==> config.mk <==
export PLATFORM = sky130hd
export DESIGN_NAME = calc_entry_ctrl_flat
export DESIGN_NICKNAME = d
export VERILOG_FILES = /design/src/rtl/calc_pkg.sv /design/src/rtl/calc_entry_ctrl_if.sv /design/src/rtl/dec_accum.sv /design/src/rtl/calc_entry_ctrl.sv /design/src/flat_wrapper.sv
export SDC_FILE = /design/constraint.sdc
export NUM_CORES = 1
export LEC_CHECK = 0
export BUFFER_PORTS_ARGS = -buffer_cell sky130_fd_sc_hd__buf_2
export CAP_MARGIN = 10
export CORE_MARGIN = 10
export CORE_UTILIZATION = 49
export CTS_BUF_LIST = sky130_fd_sc_hd__clkbuf_16
export DETAILED_ROUTE_END_ITERATION = 8
export PLACE_DENSITY = 0.71
export SETUP_SLACK_MARGIN = 0.5
export SLEW_MARGIN = 20
export SYNTH_ARGS = -nofsm -noshare
export SYNTH_HDL_FRONTEND = slang
export SYNTH_SLANG_ARGS = --single-unit
==> constraint.sdc <==
create_clock -name CLK -period 2.8 [get_ports CLK]
set_input_delay 0.7 -clock CLK [delete_from_list [all_inputs] [get_ports CLK]]
set_output_delay 0.7 -clock CLK [all_outputs]
set_load 0.005 [all_outputs]
==> src/rtl/calc_pkg.sv <==
// calc_pkg: key codes, operator and entry-state types for the keypad calculator
package calc_pkg;
  localparam logic [3:0] KEY_ADD = 4'd10;
  localparam logic [3:0] KEY_SUB = 4'd11;
  localparam logic [3:0] KEY_MUL = 4'd12;
  localparam logic [3:0] KEY_DIV = 4'd13;
  localparam logic [3:0] KEY_EQ  = 4'd14;
  localparam logic [3:0] KEY_CLR = 4'd15;
  typedef enum logic [1:0] {OP_ADD, OP_SUB, OP_MUL, OP_DIV} op_t;
  typedef enum logic [2:0] {ENTER_A, OP_WAIT, ENTER_B, EXEC, RESULT} state_t;
endpackage

==> src/rtl/calc_entry_ctrl_if.sv <==
// calc_entry_ctrl_if: keypad/arith-unit side (master) and entry controller side (slave)
interface calc_entry_ctrl_if import calc_pkg::*; #(parameter int W = 8);
  logic         KEY_VALID;
  logic [3:0]   KEY_CODE;
  logic         DONE;
  logic [W-1:0] OPND_D;
  logic         CE_A;
  logic         CE_B;
  op_t          OP;
  logic         OP_CE;
  logic         START;
  logic         OVF;
  logic         BUSY;
  modport master (output KEY_VALID, KEY_CODE, DONE,
                  input OPND_D, CE_A, CE_B, OP, OP_CE, START, OVF, BUSY);
  modport slave (input KEY_VALID, KEY_CODE, DONE,
                 output OPND_D, CE_A, CE_B, OP, OP_CE, START, OVF, BUSY);
endinterface

==> src/rtl/dec_accum.sv <==
// dec_accum: one decimal step ACC*10+d with overflow detection beyond W bits
module dec_accum #(parameter int W = 8) (
  input  logic [W-1:0] i_acc,
  input  logic [3:0]   i_d,
  output logic [W-1:0] o_next,
  output logic         o_ovf
);
  logic [W+3:0] w_acc;
  logic [W+3:0] w_wide;
  assign w_acc  = {4'b0, i_acc};
  assign w_wide = (w_acc << 3) + (w_acc << 1) + {{W{1'b0}}, i_d};
  assign o_next = w_wide[W-1:0];
  assign o_ovf  = |w_wide[W+3:W];
endmodule

==> src/rtl/calc_entry_ctrl.sv <==
// calc_entry_ctrl: keypad entry sequencer driving operand/operator register loads and
// the arithmetic unit start; every output is a register cleared by CLR.
module calc_entry_ctrl import calc_pkg::*; #(parameter int W = 8) (
  input logic CLK,
  input logic CLR,
  calc_entry_ctrl_if.slave bus
);
  state_t       r_state, w_nstate;
  logic [W-1:0] r_acc, w_acc, r_opnd_d, w_opnd_d, w_next, w_key;
  op_t          r_op, w_op;
  logic         r_ce_a, w_ce_a, r_ce_b, w_ce_b, r_op_ce, w_op_ce;
  logic         r_start, w_start, r_ovf, w_ovf, r_busy;
  logic         w_digit, w_oper, w_eq, w_clr, w_load, w_accum, w_acc_ovf;
  logic [3:0]   w_opc;
  assign w_digit = bus.KEY_VALID && bus.KEY_CODE <= 4'd9;
  assign w_oper  = bus.KEY_VALID && bus.KEY_CODE >= KEY_ADD && bus.KEY_CODE <= KEY_DIV;
  assign w_eq    = bus.KEY_VALID && bus.KEY_CODE == KEY_EQ;
  assign w_clr   = bus.KEY_VALID && bus.KEY_CODE == KEY_CLR;
  assign w_key   = {{(W-4){1'b0}}, bus.KEY_CODE};
  assign w_opc   = bus.KEY_CODE - KEY_ADD;
  // first digit of a fresh operand loads directly; later digits accumulate
  assign w_load  = w_digit && (r_state == OP_WAIT || r_state == RESULT);
  assign w_accum = w_digit && (r_state == ENTER_A || r_state == ENTER_B);
  dec_accum #(.W(W)) u_dec (.i_acc(r_acc), .i_d(bus.KEY_CODE), .o_next(w_next), .o_ovf(w_acc_ovf));
  always_ff @(posedge CLK or negedge CLR)
    if (!CLR) begin
      r_state  <= ENTER_A;
      r_acc    <= '0;
      r_opnd_d <= '0;
      r_op     <= OP_ADD;
      r_ce_a   <= 1'b0;
      r_ce_b   <= 1'b0;
      r_op_ce  <= 1'b0;
      r_start  <= 1'b0;
      r_ovf    <= 1'b0;
      r_busy   <= 1'b0;
    end else begin
      r_state  <= w_nstate;
      r_acc    <= w_acc;
      r_opnd_d <= w_opnd_d;
      r_op     <= w_op;
      r_ce_a   <= w_ce_a;
      r_ce_b   <= w_ce_b;
      r_op_ce  <= w_op_ce;
      r_start  <= w_start;
      r_ovf    <= w_ovf;
      r_busy   <= w_nstate == EXEC;
    end
  // clear beats everything, and in EXEC DONE beats any other key
  always_comb begin
    w_nstate = r_state;
    if (w_clr) w_nstate = ENTER_A;
    else
      case (r_state)
        ENTER_A: w_nstate = w_oper ? OP_WAIT : ENTER_A;
        OP_WAIT: w_nstate = w_digit ? ENTER_B : OP_WAIT;
        ENTER_B: w_nstate = w_eq ? EXEC : ENTER_B;
        EXEC:    w_nstate = bus.DONE ? RESULT : EXEC;
        RESULT:  w_nstate = w_digit ? ENTER_A : RESULT;
        default: w_nstate = ENTER_A;
      endcase
  end
  always_comb begin
    w_acc    = r_acc;
    w_opnd_d = r_opnd_d;
    w_op     = r_op;
    w_ce_a   = 1'b0;
    w_ce_b   = 1'b0;
    w_op_ce  = 1'b0;
    w_start  = 1'b0;
    w_ovf    = 1'b0;
    if (w_clr) begin
      w_acc    = '0;
      w_opnd_d = '0;
      w_ce_a   = 1'b1;
      w_ce_b   = 1'b1;
    end else if (w_load) begin
      w_acc    = w_key;
      w_opnd_d = w_key;
      w_ce_a   = r_state == RESULT;
      w_ce_b   = r_state == OP_WAIT;
    end else if (w_accum) begin
      w_acc    = w_acc_ovf ? r_acc : w_next;
      w_opnd_d = w_acc_ovf ? r_opnd_d : w_next;
      w_ce_a   = !w_acc_ovf && r_state == ENTER_A;
      w_ce_b   = !w_acc_ovf && r_state == ENTER_B;
      w_ovf    = w_acc_ovf;
    end else if (w_oper && (r_state == ENTER_A || r_state == OP_WAIT)) begin
      w_op     = op_t'(w_opc[1:0]);
      w_op_ce  = 1'b1;
      w_acc    = '0;
    end else if (w_eq && r_state == ENTER_B) begin
      w_start  = 1'b1;
    end
  end
  assign bus.OPND_D = r_opnd_d;
  assign bus.CE_A   = r_ce_a;
  assign bus.CE_B   = r_ce_b;
  assign bus.OP     = r_op;
  assign bus.OP_CE  = r_op_ce;
  assign bus.START  = r_start;
  assign bus.OVF    = r_ovf;
  assign bus.BUSY   = r_busy;
endmodule

==> src/flat_wrapper.sv <==
// flat-port wrapper written by rule: the top's interface ports become plain ports
module calc_entry_ctrl_flat import calc_pkg::*;
#(parameter int W = 8)
  (CLK, CLR, bus_KEY_VALID, bus_KEY_CODE, bus_DONE, bus_OPND_D, bus_CE_A, bus_CE_B, bus_OP, bus_OP_CE, bus_START, bus_OVF, bus_BUSY);
  calc_entry_ctrl_if #(.W(W)) bus_i ();
  input logic CLK;
  input logic CLR;
  input wire logic [$bits(bus_i.KEY_VALID)-1:0] bus_KEY_VALID;
  input wire logic [$bits(bus_i.KEY_CODE)-1:0] bus_KEY_CODE;
  input wire logic [$bits(bus_i.DONE)-1:0] bus_DONE;
  output wire logic [$bits(bus_i.OPND_D)-1:0] bus_OPND_D;
  output wire logic [$bits(bus_i.CE_A)-1:0] bus_CE_A;
  output wire logic [$bits(bus_i.CE_B)-1:0] bus_CE_B;
  output wire logic [$bits(bus_i.OP)-1:0] bus_OP;
  output wire logic [$bits(bus_i.OP_CE)-1:0] bus_OP_CE;
  output wire logic [$bits(bus_i.START)-1:0] bus_START;
  output wire logic [$bits(bus_i.OVF)-1:0] bus_OVF;
  output wire logic [$bits(bus_i.BUSY)-1:0] bus_BUSY;
  assign bus_i.KEY_VALID = bus_KEY_VALID;
  assign bus_i.KEY_CODE = bus_KEY_CODE;
  assign bus_i.DONE = bus_DONE;
  assign bus_OPND_D = bus_i.OPND_D;
  assign bus_CE_A = bus_i.CE_A;
  assign bus_CE_B = bus_i.CE_B;
  assign bus_OP = bus_i.OP;
  assign bus_OP_CE = bus_i.OP_CE;
  assign bus_START = bus_i.START;
  assign bus_OVF = bus_i.OVF;
  assign bus_BUSY = bus_i.BUSY;
  calc_entry_ctrl #(.W(W)) u_core (.CLK(CLK), .CLR(CLR), .bus(bus_i));
endmodule
==> results of run 1 <==
==> power breakdown <==
group | internal (mW) | leakage [nW] | switching, mW | total (mW)
clock network | 0.193 | 0.0409 | 0.132 | 0.325
logic | 0.929 | 0.837 | 1.04 | 1.97
registers | 0.533 | 0.353 | 0.133 | 0.666
==> layout make-up <==
cell class	instances	share of cell area
Sequential cell	27	0.269
Tap cell	48	0.0239
Inverter	11	0.0194
Clock inverter	1	0.00199
Timing Repair Buffer	62	0.171
Multi-Input combinational cell	157	0.485
Clock buffer	3	0.0299
==> flip-flops by register name, indices dropped and copies added (netlist names), 2 cells and up <==
name / cells
u_core.r_state: 3
u_core.bus.OPND_D: 8
u_core.bus.OP: 2
u_core.r_acc: 8
==> cells by family (layout without fill, tap and decap cells) <==
logic type,Yosys count,count (layout)
compound gates,47,47
buf+inv,17,77
simple gates,87,87
xor+xnor,6,6
fa+ha+maj,17,17
flops,27,27
==> path summary, 6_finish.rpt <==
kind / slack [ps] / from / cells after the start / end
setup / recovery: -280 / bus_KEY_CODE[3] / 11 / u_core.r_acc[3]
hold / removal: 430 / CLR / 1 / u_core.r_state[1]
setup reg to reg: -190 / u_core.r_acc[2] / 10 / u_core.r_acc[3]
hold reg to reg: 470 / u_core.bus.OP[1] / 2 / u_core.bus.OP[1]
max in group asynchronous: 1980 / CLR / 1 / u_core.bus.OVF
min in group CLK: 470 / u_core.bus.OP[1] / 2 / u_core.bus.OP[1]
==> routing by layer <==
layer,up-vias,track usage,share of wire
met5,-,0,0
met4,0,0.0502,0.031
met3,15,0.0364,0.051
met2,54,0.295,0.51
met1,858,0.177,0.41
li1,854,-,-
==> critical path, cell delays in order <==
cell	delay, ps
buf_8	90
inv_8	20
fa_1	470
fa_2	350
and2b_1	210
o211ai_1	100
and3_1	210
or4_4	520
buf_6	180
o211ai_1	230
nand4_1	130
==> placed cells by master, fill, tap and decap left out, types with 2 or more instances in the layout <==
cell and count:
nor3b_1 2, xnor2_1 3, nand2b_1 4, nor2b_1 3, nand3_2 2, buf_4 36, buf_6 3, nor2_1 17
ha_1 12, nor3_1 4, and3_1 3, nand4_1 7, o211ai_1 13, clkbuf_16 3, ha_4 2, or2_2 3
inv_1 9, a21oi_1 4, buf_2 22, a211o_1 2, nand2_1 19, and2_1 2, dfrtp_1 27, o21ai_2 3
a21oi_2 3, o21ai_1 2, xor2_1 3, nand3_1 9, a21o_1 2, o21ai_0 4
==> through the flow <==
stage          TNS [ps]  setup WS (ps)  power (mW)
6_report          -3700           -279        2.96
3_5_place_dp     -12080           -739        2.14
3_3_place_gp     -11500           -704        2.12
4_1_cts           -3610           -262        2.70
5_1_grt           -5140           -359        3.19
2_1_floorplan     -6820           -475        1.63
==> repair_timing <==
action                     in CTS  in global routing
resized for setup              21                 16
setup buffers                   4                  3
pin swaps                       7                 19
setup endpoints to repair      19                 19
==> flow_summary.toml, run 1 <==
[clocking]
htree_levels = 1
cts_tree = "built"
root_buffer = "clkbuf_16"
postCtsHoldBufs = 0
cts_sinks = 27
cts_buffer_depth = 2
clkLatencyLatePin_ps = 260
clk_pin_slew_ps = 70
numCtsBuffers = 3

[grt]
globalRouteTotalUtil = 0.160
grt_pass1_wl_mm = 8.34
antenna_found_initial = 0
grt_overflow = 0
grt_pass1_vias = 1825
grt_max_degree = 28

[final_layout]
final_area_um2 = 2510
stdcell_count = 309
final.fill_count = 279
fin_util = 0.697
multiInputGateArea_um2 = 1220
regArea_um2 = 676
drive_gt1_frac = 0.375
area_growth_syn_to_layout_pct = 38.9
insertedDiodeCount = 0
nets = 287

[timing]
fin_skew_ps = 7.85
finalSetupViolCount = 18
finalHoldViolCount = 0
worst_slack_ps = -279
max_freq_ghz = 0.325
tightest_slew_ps = 579
rsz0062_at_grt = "yes"
fin_crit_ps = 3080
max-slew-margin-rel = 0.614
finalCritPeriodShare = 1.10
drv_slew = 0
fin_hold_ws_ps = 427

[floorplan]
ioPinCount = 24
core-area_um2 = 3610
dieArea_um2 = 6520
start_util = 0.502
rows = 22
die_w_um = 80.8
die_h_um = 80.8

[place]
io_buffer_count = 23
place_area_um2 = 2210
dp_hpwl_mm = 3.77
dpl.cell_count = 298
place.gp.congestion = 0.877

[worst_setup_path]
crit_fanout = 9
endpoint_kind = "flop"
crit_required_ps = 2940
start_kind = "primary input"
critPathKind = "in2reg"
cp.arrival_ps = 3210

[synth]
synth-compound-area-share = 0.183
synth-edff-count = 0
synth_seq_area_share = 0.373
netlist.area_leader.share = 0.373
yosys.area_share.simple = 0.243
synthDistinctLibCells = 44
synthAdderAreaFrac = 0.126
synth_top_family_by_area = "simple AND/OR/NAND/NOR gates"
synth_xor_area_frac = 0.0290
ys_ff_latch = 27
yosys.cell_count.top_type = "dfrtp_1"
synth_fp_nets = 226
yosysWarnings = 0
synth_common_cells = "dfrtp_1 (27), nand2_1 (19), nor2_1 (19)"
async_reset_ff_frac = 1.00
syn_area_um2 = 1810
synth_cells = 201
avgSynthCellArea_um2 = 9.00
synth_area_leaders = "dfrtp_1 (37%), ha_1 (10%), o211ai_1 (5.4%), nand2_1 (3.9%), nor2_1 (3.9%)"
yosysTopAreaCell = "dfrtp_1"
ys.flop_type = "dfrtp_1"
synthMuxAreaShare = 0

[run]
cap_violations = 0

[drt]
avgRoutedWirePerCell_um = 16.7
vias_per_cell = 5.76
drcViolationCount = 0
first_pass_iters = 5
drtAntennaViolNets = 0
drt_iter0_drc = 59
finalWirelength_mm = 5.15
via_count = 1781

[power]
leakage_nw = 1.23
power_density_nw_per_um2 = 1180
vdd_ir_drop_max_uv = 567

[outcome]
status = "finished, violations left"
violations = "setup timing"

[min_path]
min_path_type = "in2async"
Note: power is estimated with default switching activity, not from simulation.
==> run 2: changes to the inputs <==
- SKIP_CTS_REPAIR_TIMING: not set -> 1
==> run 2 against run 1 <==
  * The run still ends with setup timing left
  * Non-clock buffer count decreased by 5
  * Clock power is essentially flat
  * Clock skew down 4.5 ps
  * Largest cell class unchanged
==> flow_summary.toml, run 2 (synthesis results as in run 1) <==
[outcome]
status = "finished, violations left"
violations = "setup timing"

[timing]
finalCritPeriodShare = 1.09
fin_hold_ws_ps = 430
fin_crit_ps = 3040
setup_tns_ps = -2960
drv_slew = 0
max-slew-margin-rel = 0.612
finalSetupViolCount = 18
finalHoldViolCount = 0
rsz0062_at_grt = "yes"
fin_skew_ps = 3.32
tightest_slew_ps = 582
max_freq_ghz = 0.328
worst_slack_ps = -244

[worst_setup_path]
start_kind = "primary input"
r2r_slack_ps = -180
crit_required_ps = 2950
crit_fanout = 6
slowest_stage = "or4_4"
crit_path_cell_trace = "buf_8 > inv_8 > fa_1 > fa_2 > and2b_1 > o211ai_1 > and3_1 > or4_4 > o21a_4 > a211o_1"
reg2reg_from = "u_core.r_acc[5]"
critPathKind = "in2reg"
worst-r2r-cell-count = 9
cp.arrival_ps = 3190
endpoint_kind = "flop"
timing.rr.end = "u_core.r_acc[7]"
slowest_delay_ps = 480

[final_layout]
area_growth_syn_to_layout_pct = 34.8
nets = 282
multiInputGateArea_um2 = 1170
insertedDiodeCount = 0
fin_util = 0.676
most-common-layout-cells = "buf_4 (32), dfrtp_1 (27), buf_2 (22)"
final_common_cell = "buf_4"
regArea_um2 = 676
drive_gt1_frac = 0.344
final.fill_count = 289
final_area_um2 = 2440

[run]
cap_violations = 0

[place]
place.gp.congestion = 0.877
io_buffer_count = 23
place_area_um2 = 2210
dp_hpwl_mm = 3.77

[grt]
grt_pass1_vias = 1753
antenna_found_initial = 0
globalRouteTotalUtil = 0.152
grt_max_degree = 28
grt_pass1_wl_mm = 8.00
grt_overflow = 0

[floorplan]
rows = 22
die_h_um = 80.8
ioPinCount = 24
core-area_um2 = 3610
start_util = 0.502
die_w_um = 80.8
dieArea_um2 = 6520

[clocking]
cts_buffer_depth = 2
cts_sinks = 27
cts_tree = "built"
clkLatencyLatePin_ps = 260
root_buffer = "clkbuf_16"
numCtsBuffers = 3
htree_levels = 1
clk_pin_slew_ps = 70

[drt]
drt_iter0_drc = 93
via_count = 1746
drtAntennaViolNets = 0
vias_per_cell = 5.74
avgRoutedWirePerCell_um = 16.4
drcViolationCount = 0
first_pass_iters = 4
finalWirelength_mm = 4.98

[power]
vdd_ir_drop_max_uv = 574
power_density_nw_per_um2 = 1160
leakage_nw = 1.21
p_total_mw = 2.82

[min_path]
min_path_type = "in2async"
[run 2: changes by cell type in the layout (fill, tap and decap cells not counted), sizes merged]
| cell | before | now |
|---|---|---|
| clkbuf | 3 | 4 |
| buf | 62 | 56 |
[run 2: worst max path at each step]
| stage | startpoint | end | slack [ps] | depth (start not counted) |
|---|---|---|---|---|
| final | bus_KEY_CODE[3] | u_core.r_acc[7] | -240 | 10 |
| after global routing | bus_KEY_CODE[3] | u_core.bus.CE_B | -320 | 11 |
| after CTS | bus_KEY_CODE[3] | u_core.bus.OPND_D[7] | -460 | 11 |
| after detailed placement | bus_KEY_CODE[3] | u_core.bus.OPND_D[7] | -740 | 11 |
| after global placement | bus_KEY_CODE[3] | u_core.bus.CE_B | -700 | 11 |
| after floorplan | bus_KEY_CODE[3] | u_core.r_acc[7] | -470 | 10 |
[run 2: critical path, delay by kind of cell]
| family | cells | cell delay [ps] |
|---|---|---|
| compound gates | 3 | 640 |
| fa+ha+maj | 2 | 820 |
| buf+inv | 2 | 110 |
| simple gates | 3 | 910 |
[run 2: final cells by class]
cell class / instances / area share
Tap cell: 48 / 0.0246
Inverter: 11 / 0.0200
Clock inverter: 1 / 0.00205
Clock buffer: 3 / 0.0308
Sequential cell: 27 / 0.277
Timing Repair Buffer: 57 / 0.166
Multi-Input combinational cell: 157 / 0.479
[run 2: routing by layer]
| layer | routed length, µm | part of all wire | vias to the layer above | GRT usage |
|---|---|---|---|---|
| met4 | 89 | 0.018 | 0 | 0.0260 |
| met3 | 309 | 0.062 | 9 | 0.0386 |
| met2 | 2560 | 0.52 | 52 | 0.288 |
| li1 | - | - | 844 | - |
| met1 | 2010 | 0.40 | 841 | 0.168 |
| met5 | 0 | 0 | - | 0 |
[run 2: report_power, final]
| group | total [mW] | switching [mW] | internal, mW |
|---|---|---|---|
| logic | 1.83 | 0.953 | 0.875 |
| registers | 0.666 | 0.133 | 0.533 |
| clock network | 0.326 | 0.134 | 0.193 |
[run 2: metrics by stage]
stage | setup slack, ps | instances
floorplan | -475 | 201
global placement | -704 | 298
detailed placement | -739 | 298
CTS | -461 | 302
global route | -322 | 304
finish | -244 | 304
